### config.mk
export PLATFORM = sky130hd
export DESIGN_NAME = mem_stage_lsu
export DESIGN_NICKNAME = d
export VERILOG_FILES = /design/src/rtl/lsu_pkg.sv /design/src/rtl/lsu_align.sv /design/src/rtl/mem_stage_lsu.sv
export SDC_FILE = /design/constraint.sdc
export NUM_CORES = 1
export LEC_CHECK = 0
export ABC_AREA = 1
export CAP_MARGIN = 30
export CORE_ASPECT_RATIO = 1.1
export CORE_MARGIN = 1.5
export CORE_UTILIZATION = 45
export CTS_CLUSTER_SIZE = 40
export DETAILED_ROUTE_END_ITERATION = 12
export GPL_ROUTABILITY_DRIVEN = 0
export PLACE_DENSITY = 0.93
export SETUP_SLACK_MARGIN = 0.5
export SLEW_MARGIN = 20
export SYNTH_ARGS = -nofsm -noshare
export SYNTH_HDL_FRONTEND = slang
export SYNTH_SLANG_ARGS = --single-unit
### constraint.sdc
create_clock -name clk -period 4.65 [get_ports clk]
set_clock_uncertainty 0.05 [all_clocks]
set_input_delay 0.93 -clock clk [delete_from_list [all_inputs] [get_ports clk]]
set_output_delay 0.93 -clock clk [all_outputs]
set_load 0.02 [all_outputs]
### src/rtl/lsu_pkg.sv
// Shared types and constants for the memory-stage load/store unit.
package lsu_pkg;

  typedef enum logic [2:0] {
    LSU_B  = 3'b000,
    LSU_H  = 3'b001,
    LSU_W  = 3'b010,
    LSU_BU = 3'b100,
    LSU_HU = 3'b101
  } mem_width_e;

  typedef logic [1:0] lsu_state_e;
  localparam lsu_state_e ST_IDLE       = 2'd0;
  localparam lsu_state_e ST_WAIT_GNT   = 2'd1;
  localparam lsu_state_e ST_WAIT_RDATA = 2'd2;

  localparam logic [31:0] DEADBEEF = 32'hdeadbeef;

endpackage

### src/rtl/lsu_align.sv
// Combinational lane logic: store replication/strobes, load extract/extend, legality.
module lsu_align
  import lsu_pkg::*;
(
  input  logic        write,
  input  logic [2:0]  funct3,
  input  logic [1:0]  addr_lo,
  input  logic [31:0] wdata,
  input  logic [31:0] rdata,
  output logic [31:0] store_data,
  output logic [3:0]  store_strb,
  output logic [31:0] load_ext,
  output logic        illegal
);

  logic [7:0]  byte_sel;
  logic [15:0] half_sel;
  logic [31:0] shifted;

  assign shifted  = rdata >> {addr_lo, 3'b000};
  assign byte_sel = shifted[7:0];
  assign half_sel = addr_lo[1] ? rdata[31:16] : rdata[15:0];

  // Width decode; half accesses (signed or not) need an even address.
  always_comb begin
    store_data = wdata;
    store_strb = 4'b0000;
    load_ext   = rdata;
    illegal    = 1'b0;
    case (funct3)
      LSU_B: begin
        store_data = {4{wdata[7:0]}};
        store_strb = 4'b0001 << addr_lo;
        load_ext   = {{24{byte_sel[7]}}, byte_sel};
      end
      LSU_H: begin
        store_data = {2{wdata[15:0]}};
        store_strb = addr_lo[1] ? 4'b1100 : 4'b0011;
        load_ext   = {{16{half_sel[15]}}, half_sel};
        illegal    = addr_lo[0];
      end
      LSU_W: begin
        store_strb = 4'b1111;
        illegal    = (addr_lo != 2'b00);
      end
      LSU_BU: begin
        load_ext = {24'h000000, byte_sel};
        illegal  = write;
      end
      LSU_HU: begin
        load_ext = {16'h0000, half_sel};
        illegal  = write | addr_lo[0];
      end
      default: begin
        illegal = 1'b1;
      end
    endcase
  end

endmodule

### src/rtl/mem_stage_lsu.sv
// MEM-stage load/store unit: FSM, request capture and SRAM handshake.
// Optional watchdog enabled by defining LSU_TIMEOUT_EN.
module mem_stage_lsu
  import lsu_pkg::*;
  #(parameter int TIMEOUT_CYCLES = 255)
(
  input  logic        clk,
  input  logic        rst,
  input  logic        req_valid,
  input  logic        req_write,
  input  logic [2:0]  req_funct3,
  input  logic [31:0] req_addr,
  input  logic [31:0] req_wdata,
  output logic        stall_m,
  output logic [31:0] load_data,
  output logic        load_valid,
  output logic        misaligned,
  output logic        bus_error,
  output logic        mem_req,
  output logic        mem_we,
  output logic [31:0] mem_addr,
  output logic [3:0]  mem_wstrb,
  output logic [31:0] mem_wdata,
  input  logic        mem_gnt,
  input  logic        mem_rvalid,
  input  logic [31:0] mem_rdata
);

  lsu_state_e  state, state_next;
  logic        cap_write;
  logic [2:0]  cap_funct3;
  logic [31:0] cap_addr, cap_wdata;
  logic        idle, cur_write, illegal, legal, timeout;
  logic [2:0]  cur_funct3;
  logic [31:0] cur_addr, cur_wdata, store_data, load_ext;
  logic [3:0]  store_strb;

  assign idle       = (state == ST_IDLE);
  assign cur_write  = idle ? req_write  : cap_write;
  assign cur_funct3 = idle ? req_funct3 : cap_funct3;
  assign cur_addr   = idle ? req_addr   : cap_addr;
  assign cur_wdata  = idle ? req_wdata  : cap_wdata;
  assign legal      = rst & idle & req_valid & ~illegal;

  lsu_align u_align (
    .write      (cur_write),
    .funct3     (cur_funct3),
    .addr_lo    (cur_addr[1:0]),
    .wdata      (cur_wdata),
    .rdata      (mem_rdata),
    .store_data (store_data),
    .store_strb (store_strb),
    .load_ext   (load_ext),
    .illegal    (illegal)
  );

`ifdef LSU_TIMEOUT_EN
  localparam int WD_W = ($clog2(TIMEOUT_CYCLES) < 8) ? 8 : $clog2(TIMEOUT_CYCLES);
  logic [WD_W-1:0] wdog;

  assign timeout = rst & ~idle & (wdog == WD_W'(TIMEOUT_CYCLES - 1));

  // Watchdog restarts on every state change, counts while waiting.
  always_ff @(posedge clk or negedge rst) begin
    if (!rst) begin
      wdog <= '0;
    end else if (state_next != state) begin
      wdog <= '0;
    end else if (!idle) begin
      wdog <= wdog + WD_W'(1);
    end else begin
      wdog <= '0;
    end
  end
`else
  assign timeout = 1'b0;
`endif

  // Next state and handshake outputs; reset forces everything low at once.
  always_comb begin
    state_next = state;
    stall_m    = 1'b0;
    load_data  = 32'h00000000;
    load_valid = 1'b0;
    misaligned = 1'b0;
    bus_error  = 1'b0;
    mem_req    = 1'b0;
    if (rst) begin
      case (state)
        ST_IDLE: begin
          misaligned = req_valid & illegal;
          if (legal) begin
            mem_req = 1'b1;
            if (mem_gnt) begin
              stall_m    = ~req_write;
              state_next = req_write ? ST_IDLE : ST_WAIT_RDATA;
            end else begin
              stall_m    = 1'b1;
              state_next = ST_WAIT_GNT;
            end
          end else begin
            state_next = ST_IDLE;
          end
        end
        ST_WAIT_GNT: begin
          mem_req = 1'b1;
          if (mem_gnt) begin
            stall_m    = ~cap_write;
            state_next = cap_write ? ST_IDLE : ST_WAIT_RDATA;
          end else if (timeout) begin
            bus_error  = 1'b1;
            load_valid = ~cap_write;
            load_data  = cap_write ? 32'h00000000 : DEADBEEF;
            state_next = ST_IDLE;
          end else begin
            stall_m = 1'b1;
          end
        end
        ST_WAIT_RDATA: begin
          if (mem_rvalid) begin
            load_valid = 1'b1;
            load_data  = load_ext;
            state_next = ST_IDLE;
          end else if (timeout) begin
            bus_error  = 1'b1;
            load_valid = 1'b1;
            load_data  = DEADBEEF;
            state_next = ST_IDLE;
          end else begin
            stall_m = 1'b1;
          end
        end
        default: begin
          state_next = ST_IDLE;
        end
      endcase
    end else begin
      state_next = ST_IDLE;
    end
  end

  assign mem_we    = mem_req & cur_write;
  assign mem_addr  = mem_req ? {cur_addr[31:2], 2'b00} : 32'h00000000;
  assign mem_wstrb = mem_we ? store_strb : 4'b0000;
  assign mem_wdata = mem_we ? store_data : 32'h00000000;

  // State register and request capture for the wait states.
  always_ff @(posedge clk or negedge rst) begin
    if (!rst) begin
      state      <= ST_IDLE;
      cap_write  <= 1'b0;
      cap_funct3 <= 3'b000;
      cap_addr   <= 32'h00000000;
      cap_wdata  <= 32'h00000000;
    end else begin
      state <= state_next;
      if (legal) begin
        cap_write  <= req_write;
        cap_funct3 <= req_funct3;
        cap_addr   <= req_addr;
        cap_wdata  <= req_wdata;
      end else begin
        cap_write  <= cap_write;
        cap_funct3 <= cap_funct3;
        cap_addr   <= cap_addr;
        cap_wdata  <= cap_wdata;
      end
    end
  end

endmodule

==> results.md <==
- Final wirelength: 15900 um
- CP Max Fanout: 31
- Post-layout util: 0.691
- Critical Path RT: 3.67 ns
- Port Buffers: 207
- Pleak: 4.29 nW
- Synth Area per Inst: 6.22 sq um
- Antenna violations before repair: 0
- Outcome: finished, final reports clean
- Post-synthesis sequential area ratio: 0.343
- Register bit total from synthesis: 70
- Pin slew with the least headroom to its limit: approximately 0.83 ns
- Die span in y: roughly 110 um
- Nets@finish: 1115
- Most common cell in the netlist: nor2_1
- Die Wd: 105 um
- DRT iter0 DRCs: 461
- Fmax: 0.245 GHz
- Post-synth EDFFs: 0
- Routed vias/inst: a little over 5
- Worst EP arrival: 3.10 ns
- Crit path kind: in2out
- Worst-path clk slew: 0.06 ns
- DR WL/cell: 13.7 um
- Antenna Cells: 0
- Post-detail-place hpwl: 11800 um
- Multi-input logic area: ~2700 sq um
- Synth top area share: 0.343
- First-pass GRT wire length: about 26000 um
- Min Hold Slack: 0.419 ns
- Total of max-cap violations: 0
- Fin crit share: 0.877
- Async SR Flop Fraction: 1.00
- Fill cell count: 950
- Top post-synthesis cells by area: dfrtp_1, nor2_1, nand2_1
- DRT Pass-1 Iters: 5
- # rows: 40
- Initial Util: 0.464
- Htree depth: 3
- Root buffer cell: clkbuf_16
- Clk_lat worst skew: 0.33 ns
- Worst R2R Setup Slack: 1.48 ns
- Final Slew Violations: 0
- Vias in the first global route: about 5600
- Prevailing post-synth register cell: dfrtp_1
- Number of I/O pins: ~210
- CP endpoint kind: output port
- R2r worst-path depth: 12
- ANT nets after route: 0
- Clock Sinks: 70
- Placeable Area: roughly 11000 sq um
- Worst vdd ir: approximately 0.24 mV
- Final setup vio count: 0
- Pwr dens: 363 nW/um^2
- Pin count of the biggest net entering global routing: 85
- Yosys cell types: 28
- R2R Path Start: state[1]
- CTS Buffer Depth: 2
- Commonest cells in the synthesized netlist: nor2_1, nand2_1, inv_1, o21ai_0, dfrtp_1
- CTS Buf Count: 9
- Synth area leader: dfrtp_1
- Worst Setup Start Kind: primary input
- Synthesis-to-finish area growth: 49.0%
- Global-route usage over all layers: 0.264
- Drt drc: 0
- Relative slew margins: 0.444
- Yosys warning count: 0
- Post-Syn Instances: 821
- Min-delay worst type: in2async
- RR Endpoint: cap_wdata[0]
- TritonCTS clock tree: done
- Final Hold Fails: 0
- Storage element area: 1750 sq um
- Post-Route Setup TNS: 0 ns
- Total grt overflow: 0
- Min Clock Period, post-route: 4.08 ns
- Routed vias: 5869
- Layout cell share with drive strength beyond 1: 0.0847
- Unrepaired setup endpoints after global routing: yes
- Die area: 12000 sq um
- Area of the mapped netlist: 5110 sq um
[state kept, by name, indices dropped and copies added, names as in the netlist]
register    count
state           2
cap_funct3      3
cap_write       1
cap_addr       32
cap_wdata      32
[kinds of logic (layout without fill, tap and decap cells)]
family                 Yosys count  count (layout)  share of synthesized area
and+or+nand+nor                377             377                      0.297
DFF                             70              70                      0.343
other                            1               3                   0.000734
AOI/OAI and AO/OA              203             203                      0.219
buffers and inverters          170             362                      0.140
[power breakdown]
part	switching [W]	internal (W)
sequential	0.000133	0.000866
clock	0.000264	0.000526
combinational	0.000584	0.000389
total	0.000981	0.00178
[final cells by class]
type | instances | share of cell area
multi-input cells | 583 | 0.355
clock inverters | 7 | 0.0160
inverters | 120 | 0.0595
flip-flops and latches | 70 | 0.230
repair buffers | 226 | 0.285
well taps | 147 | 0.0242
clock buffers | 9 | 0.0296
[worst max-delay path, cell delays in order]
cell and delay, ns:
clkdlybuf4s50_1 0.43, nand2_1 0.09, nand2_2 0.15, nor2_4 0.18, nand2_1 0.09, nand2_2 0.11, nand3_4 0.07, nand2_1 0.10
nand2_1 0.08, buf_8 0.19, inv_1 0.07, clkdlybuf4s50_1 0.59
[through the flow]
step / total power, W / std cells / setup WS, ns / area, sq um
floorplan: 0.00162 / 823 / 1.45 / 5110
CTS: 0.00276 / 1158 / 0.452 / 7510
detailed placement: 0.00196 / 1141 / 0.197 / 7230
finish: 0.00276 / 1162 / 0.572 / 7610
global placement: 0.00190 / 1141 / 0.240 / 7230
global route: 0.00296 / 1162 / 0.390 / 7610
[worst max path at each step]
stage / start / to / slack (ns) / depth (start not counted)
floorplan: req_funct3[2] / mem_wdata[22] / 1.45 / 10
global placement: req_funct3[0] / load_data[2] / 0.24 / 9
detailed placement: req_funct3[0] / load_data[2] / 0.20 / 9
CTS: req_funct3[0] / load_data[2] / 0.45 / 9
global route: req_funct3[0] / mem_req / 0.39 / 12
finish: req_funct3[0] / mem_req / 0.57 / 12
[per-layer routing]
| layer | GRT usage | share of wire | vias to the layer above | wire length (um) |
|---|---|---|---|---|
| li1 | - | - | 2930 | - |
| met1 | 0.298 | 0.39 | 2640 | 6170 |
| met2 | 0.475 | 0.50 | 240 | 7980 |
| met3 | 0.0461 | 0.066 | 59 | 1060 |
| met4 | 0.144 | 0.046 | 0 | 726 |
| met5 | 0 | 0 | - | 0 |
[layout by cell type, fill, tap and decap left out, types with 11 or more instances in the layout]
cell             Yosys  layout
a21oi_1             63      62
a21oi_2             17      16
buf_4                4      15
clkdlybuf4s50_1      0     114
dfrtp_1             70      70
dlygate4sd2_1        0      84
inv_1              116     115
nand2_1            165     162
nor2_1             171     170
o211ai_1            11      11
o21ai_0             94      94
o21ai_1             14      14
[timing repair]
action,CTS,global route
pin swaps,1,3
buffers inserted,1,4
hold buffers,0,0
endpoints found under the setup margin,96,46
gates resized for setup,89,20
endpoints found under the hold margin,0,0
Note: power is estimated with default switching activity, not from simulation.
